`src/rtl/serv_shift_mac_seq.sv`:
```
// serv_shift_mac_seq: sequences the serial buffer through init, mac, wait, run and done passes
module serv_shift_mac_seq #(
  parameter int BITS_PER_CYCLE = 1,
  parameter int WD_LIMIT = 64,
  localparam int P = 32 / BITS_PER_CYCLE,
  localparam int CW = (P > 1) ? $clog2(P) : 1,
  localparam int WW = $clog2(WD_LIMIT + 1)
) (
  input  logic          i_clk,
  input  logic          i_rst,
  input  logic          i_start,
  input  logic [1:0]    i_op,
  input  logic          i_abort,
  input  logic          i_sh_done,
  output logic          o_init,
  output logic          o_en,
  output logic [CW-1:0] o_cnt,
  output logic          o_cnt_done,
  output logic          o_shift_op,
  output logic          o_right_shift_op,
  output logic          o_mac_step1,
  output logic          o_mac_step2,
  output logic          o_rd_en,
  output logic          o_busy,
  output logic          o_done,
  output logic          o_err
);
  typedef enum logic [2:0] {IDLE, INIT, WAIT, MAC2, RUN, DONE} state_t;
  state_t state;
  logic [1:0] op;
  logic [CW-1:0] cnt;
  logic [WW-1:0] wd;
  logic err;
  logic pass;
  logic last;
  logic shift;
  assign pass = state inside {INIT, MAC2, RUN};
  assign last = pass && cnt == CW'(P - 1);
  assign shift = state inside {INIT, WAIT, RUN} && op != 2'd2;
  always_ff @(posedge i_clk) begin
    if (i_rst) begin
      state <= IDLE;
      op <= '0;
      cnt <= '0;
      wd <= '0;
      err <= 1'b0;
    end else begin
      err <= 1'b0;
      cnt <= (pass && !last) ? cnt + CW'(1) : '0;
      wd <= (state == WAIT) ? wd + WW'(1) : '0;
      if (i_abort && state != IDLE) begin
        state <= IDLE;
        cnt <= '0;
        wd <= '0;
      end else begin
        case (state)
          IDLE: if (i_start && i_op != 2'd3) begin
            state <= INIT;
            op <= i_op;
          end
          INIT: if (last) state <= (op == 2'd2) ? MAC2 : WAIT;
          WAIT: if (i_sh_done) state <= RUN;
          else if (wd == WW'(WD_LIMIT - 1)) begin
            state <= IDLE;
            err <= 1'b1;
          end
          MAC2: if (last) state <= RUN;
          RUN: if (last) state <= DONE;
          default: state <= IDLE;
        endcase
      end
    end
  end
  assign o_init = state inside {INIT, MAC2};
  assign o_en = pass;
  assign o_cnt = cnt;
  assign o_cnt_done = last;
  assign o_shift_op = shift;
  assign o_right_shift_op = shift && op == 2'd1;
  assign o_mac_step1 = state == INIT && op == 2'd2;
  assign o_mac_step2 = state == MAC2;
  assign o_rd_en = state == RUN;
  assign o_busy = state != IDLE;
  assign o_done = state == DONE;
  assign o_err = err;
endmodule

```
`config.mk`:
```
export PLATFORM = sky130hd
export DESIGN_NAME = serv_shift_mac_seq
export DESIGN_NICKNAME = d
export VERILOG_FILES = /design/src/rtl/serv_shift_mac_seq.sv
export SDC_FILE = /design/constraint.sdc
export NUM_CORES = 1
export LEC_CHECK = 0
export CORE_MARGIN = 4
export CORE_UTILIZATION = 59
export DETAILED_ROUTE_END_ITERATION = 12
export DONT_BUFFER_PORTS = 1
export GPL_TIMING_DRIVEN = 0
export PLACE_DENSITY = 0.75
export SETUP_SLACK_MARGIN = 0.1
export SKIP_CTS_REPAIR_TIMING = 1
export SYNTH_ARGS = -nofsm -noshare
export SYNTH_HDL_FRONTEND = slang
export SYNTH_SLANG_ARGS = --single-unit
export TNS_END_PERCENT = 100
```
`constraint.sdc`:
```
create_clock -name i_clk -period 1.9 [get_ports i_clk]
set_clock_uncertainty 0.1 [all_clocks]
set_input_delay 0.095 -clock i_clk [delete_from_list [all_inputs] [get_ports i_clk]]
set_output_delay 0.095 -clock i_clk [all_outputs]
set_load 0.05 [all_outputs]
```
==> results of run 1 <==
[worst max path at each step]
stage,startpoint,endpoint,slack [ns],cells after the start
after CTS,state[2],o_cnt_done,-0.28,3
after detailed placement,o_cnt[2],state[0],-0.05,5
after global routing,state[0],o_done,0.06,3
final,state[1],o_cnt_done,0.09,4
after floorplan,o_cnt[2],state[0],0.07,5
after global placement,o_cnt[2],state[0],-0.02,5
[power groups by stage]
stage / combinational (mW) / sequential, mW / clock [mW]
floorplan: 0.419 / 0.461 / 0
global placement: 0.461 / 0.464 / 0
detailed placement: 0.465 / 0.467 / 0
CTS: 0.467 / 0.458 / 0.237
global route: 0.668 / 0.472 / 0.254
finish: 0.627 / 0.468 / 0.237
[cell type report]
class,instances,area [um^2],area share [%]
buffer,3,26.3,2.30
tap,15,18.8,1.64
inverter,7,26.3,2.30
clock buffer,4,36.3,3.17
sequential,18,374,32.7
timing repair buffer,7,65.1,5.68
multi-input combinational,74,598,52.2
[flip-flops by register name, indices dropped and copies added (netlist names)]
signal  flops
op          2
o_cnt       5
state       3
wd          7
o_err       1
[kinds of logic after synthesis]
family	share of synthesized area (%)
simple gates	27.6
flops	42.0
compound gates	11.5
buf+inv	6.13
xor+xnor	7.15
fa+ha+maj	4.38
mux	1.17
[routing by layer]
| metal | up-vias | wire [um] | part of all wire, % | global-route usage (%) |
|---|---|---|---|---|
| met1 | 366 | 779 | 38 | 21.2 |
| met3 | 4 | 164 | 8.1 | 6.64 |
| met4 | 0 | 21 | 1.0 | 6.82 |
| li1 | 363 | - | - | - |
| met5 | - | 0 | 0 | 0 |
| met2 | 27 | 1070 | 53 | 28.0 |
[worst max-delay path, cell delays in order (launching register included)]
cell and delay, ns:
dfxtp_1 0.33, buf_6 0.15, or3b_4 0.45, nand2_8 0.14, and2_4 0.25
[through the flow]
stage | hold slack (ns) | instance area (um^2) | cells
3_3_place_gp | 0.0798 | 895 | 116
5_1_grt | 0.0131 | 1140 | 128
3_5_place_dp | 0.0812 | 895 | 116
6_report | -0.0320 | 1140 | 128
4_1_cts | -0.237 | 931 | 120
2_1_floorplan | 0.0730 | 876 | 101
[cells in the final DEF, fill, tap and decap left out, types with 2 or more instances in the layout]
cell | netlist | final
a21oi_4 | 0 | 2
dlygate4sd3_1 | 0 | 5
xnor2_1 | 3 | 3
dfxtp_1 | 18 | 11
nand2b_2 | 1 | 2
nor3_4 | 0 | 2
nand3_1 | 2 | 2
a21oi_1 | 3 | 2
and3_1 | 5 | 5
buf_4 | 0 | 2
ha_4 | 0 | 2
nor3_1 | 6 | 3
nand2_1 | 11 | 10
dfxtp_4 | 0 | 2
nor2_1 | 15 | 14
xor2_1 | 4 | 3
a21oi_2 | 2 | 2
inv_1 | 7 | 6
dfxtp_2 | 0 | 5
o21ai_0 | 5 | 4
buf_6 | 2 | 2
clkbuf_4 | 0 | 3
==> results.cfg, run 1 <==
[setup_path]
cp.arrival_ns = 1.62
critPathCaptureType = output pin
worstSetupPathType = flop to output pin
setup.worst_path.start_class = flop
r2r_cells = 5
rrSetupSlack_ns = 0.17
r2r-start = wd[0]
reg2reg_to = state[0]
required_ns = 1.70
worst-path-max-fanout = 10

[worst_hold_path]
whs_endpoint = op[0]
holdPathStages = 3
hp-class = input pin to flop
hp-start = i_start

[pwr]
switching_power_mw = 0.624
clock_power_share_pct = 17.8
p_leak_nw = 0.439
internal-power_mw = 0.708
p_sw_share_pct = 46.8
power_density_mw_per_mm2 = 1160
ir_worst_vdd_uv = 1050
finalPower_mw = 1.33
combPwrFrac_pct = 47.1
power_frac_seq_pct = 35.1

[die]
ios = 23
die_area_mm2 = 0.00213
core_area_mm2 = 0.00133
start_util_pct = 64.3
row_count = 13
chipHeight_um = 46.1
die_w_um = 46.1

[job]
cap_violations = 0

[synthesis]
synth_area_um2 = 857
ys_seq_area_share_pct = 42.0
synthArstFlopShare_pct = 0
ys_types = 28
synth_commonest_cells = 18 x dfxtp_1, 15 x nor2_1, 11 x nand2_1
synthFlopType = dfxtp_1
netlist_instances = 101
synth-warning-count = 0
synth_edf_count = 0
yosysTopAreaCellShare_pct = 42.0
avgSynthCellArea_um2 = 8.49
yosysMostFrequentCell = dfxtp_1
yosys.area.top_type = dfxtp_1
synth-seq-cells = 18
syn_nets = 111
ys_top_cells_by_area = dfxtp_1 42%, nor2_1 6.6%, nand2_1 4.8%, ha_1 4.4%, xor2_1 4.1%

[sta]
slew_violations = 0
layout_min_cycle_time_ns = 1.81
fmaxAchievable_mhz = 551
timing.hold.ws_ns = -0.0320
tns_ns = 0
finalWorstSetupSlack_ns = 0.0865
worstMarginPinSlew_ns = 0.851
hold_violations = 2
rsz0062_at_grt = true
fin_crit_sh_pct = 95.4
relSlewSlack_pct = 43.0
finalSetupViolCount = 0

[clock_tree]
numCtsBuffers = 3
clock_sinks = 18
htree_num_levels = 1
clock-root-buffer = clkbuf_4
cts_tree = built
cts.path.max_buffers = 2
insertion_delay_ns = 0.30
clk_pin_slew_worst_paths_ns = 0.11

[detailed_routing]
drt_iter0_drc = 12
drc = 0
wl_per_cell_um = 15.9
wl_um = 2030
drt_pre_antenna_iters = 4
vias = 760
via_per_inst = 5.94
drtAntennaViolNets = 0

[placed_design]
dp.final_hpwl_um = 1200
dp_slack_ns = -0.0519
routabilityCongestion = 0.740
portBuffers = 0

[finish]
syn_to_final_growth_pct = 33.6
insertedDiodeCount = 0
drive_gt1_share_pct = 35.4
fillCellCount = 80
final_nets = 124
final_util_pct = 85.8

[status]
violations = negative hold slack
outcome = complete, but fails checks

[global_route]
track_usage_pct = 17.6
grt_pass1_vias = 670
grt_max_degree = 11
grt_pass1_wl_um = 2750
antenna_found_initial = 0
grt-ovfl-total = 0
Power figures use the tool's default switching activity.
==> run 2, diff against run 1 <==
Settings changed: CORE_UTILIZATION 59 to 56, PLACE_DENSITY 0.75 to 0.7.
==> results.cfg, run 2 (synthesis results as in run 1) <==
[finish]
drive_gt1_share_pct = 33.0
layout_commonest_cell = nor2_1
mostFrequentLayoutCells = 14 x nor2_1, 11 x dfxtp_1, 10 x nand2_1
insertedDiodeCount = 0
syn_to_final_growth_pct = 31.7
finalInstanceArea_mm2 = 0.00113
top_register = wd
largest_reg_flops = 7
final_nets = 123

[setup_path]
worst-path-max-fanout = 10
critPathCaptureType = output pin
worstSetupPathType = flop to output pin
required_ns = 1.70
cp.arrival_ns = 1.61
cp-startpoint = state[1]
setup.worst_path.start_class = flop
r2r-start = state[1]

[status]
outcome = complete, no violations

[sta]
fin_crit_sh_pct = 95.2
fmaxAchievable_mhz = 553
relSlewSlack_pct = 44.9
slew_violations = 0
finalSetupViolCount = 0
layout_min_cycle_time_ns = 1.81
hold_violations = 0
finalWorstSetupSlack_ns = 0.0920
worstMarginPinSlew_ns = 0.823
rsz0062_at_grt = true

[global_route]
use_met2_pct = 24.1
grt_busiest_layer = met2
track_usage_pct = 15.8
grt_pass1_vias = 627
grt_max_degree = 11
grtUsageMet3_pct = 3.45
met1_usage_pct = 20.0
grt_pass1_wl_um = 2460
antenna_found_initial = 0
grt-ovfl-total = 0

[clock_tree]
clock_sinks = 18
clock-root-buffer = clkbuf_4
clk_pin_slew_worst_paths_ns = 0.11
numCtsBuffers = 3
cts.path.max_buffers = 2
cts_tree = built
htree_num_levels = 1
insertion_delay_ns = 0.30

[die]
row_count = 13
core_area_mm2 = 0.00137
start_util_pct = 62.7
chipHeight_um = 47.1
die_w_um = 47.1
die_area_mm2 = 0.00222
ios = 23

[job]
cap_violations = 0

[pwr]
p_leak_nw = 0.430
ir_worst_vdd_uv = 901
power_density_mw_per_mm2 = 1160

[worst_hold_path]
hp-class = input pin to flop
hp-start = i_start

[placed_design]
dp.final_hpwl_um = 1150
portBuffers = 0
dp_slack_ns = -0.0460
routabilityCongestion = 0.696
placedInstanceArea_um2 = 895

[detailed_routing]
wl_um = 1910
drt_pre_antenna_iters = 4
via_per_inst = 5.87
drtAntennaViolNets = 0
vias = 745
wl_per_cell_um = 15.1
drc = 0
drt_iter0_drc = 19
[run 2: changes by cell type in the layout (fill, tap and decap cells not counted), sizes merged]
| cell | change |
|---|---|
| buf | -2 |
| dlygate4sd3 | +1 |
[run 2: power breakdown]
part / switching, mW / leakage, nW / total [mW] / internal (mW)
Combinational: 0.432 / 0.259 / 0.599 / 0.167
Sequential: 0.0561 / 0.150 / 0.466 / 0.410
Clock: 0.124 / 0.0210 / 0.241 / 0.117
[run 2: worst paths after layout]
path | to | slack [ns] | cells after the start
setup / recovery | o_cnt_done | 0.09 | 4
hold / removal | state[0] | 0.12 | 3
setup reg to reg | state[1] | 0.11 | 6
hold reg to reg | wd[0] | 0.37 | 1
[run 2: per-stage QoR]
stage / hold WS, ns / cells / util (%) / setup TNS, ns / power [mW]
floorplan: 0.0730 / 101 / - / 0 / 0.880
global placement: 0.0790 / 116 / 65.5 / -0.0339 / 0.928
detailed placement: 0.0787 / 116 / 65.5 / -0.0460 / 0.933
CTS: -0.242 / 120 / 68.1 / -0.545 / 1.17
global route: 0.130 / 127 / 82.6 / 0 / 1.37
finish: 0.122 / 127 / 82.6 / 0 / 1.31
[run 2: metal layers]
layer	vias to the layer above	wire length [um]	part of all wire [%]
met5	-	0	0
met4	0	38	2.0
met3	5	146	7.6
met2	31	912	48
met1	347	814	43
li1	362	-	-
[run 2: area by class of cell]
type / count / area (um^2)
inverters: 7 / 26.3
well taps: 15 / 18.8
multi-input cells: 74 / 584
flip-flops and latches: 18 / 377
plain buffers: 3 / 26.3
fillers: 83 / 238
clock buffers: 4 / 36.3
repair buffers: 6 / 60.1
[run 2: critical path, stage by stage (launching register included)]
cell     delay, ns
dfxtp_1       0.33
buf_6         0.14
or3b_4        0.45
nand2_8       0.14
and2_4        0.25
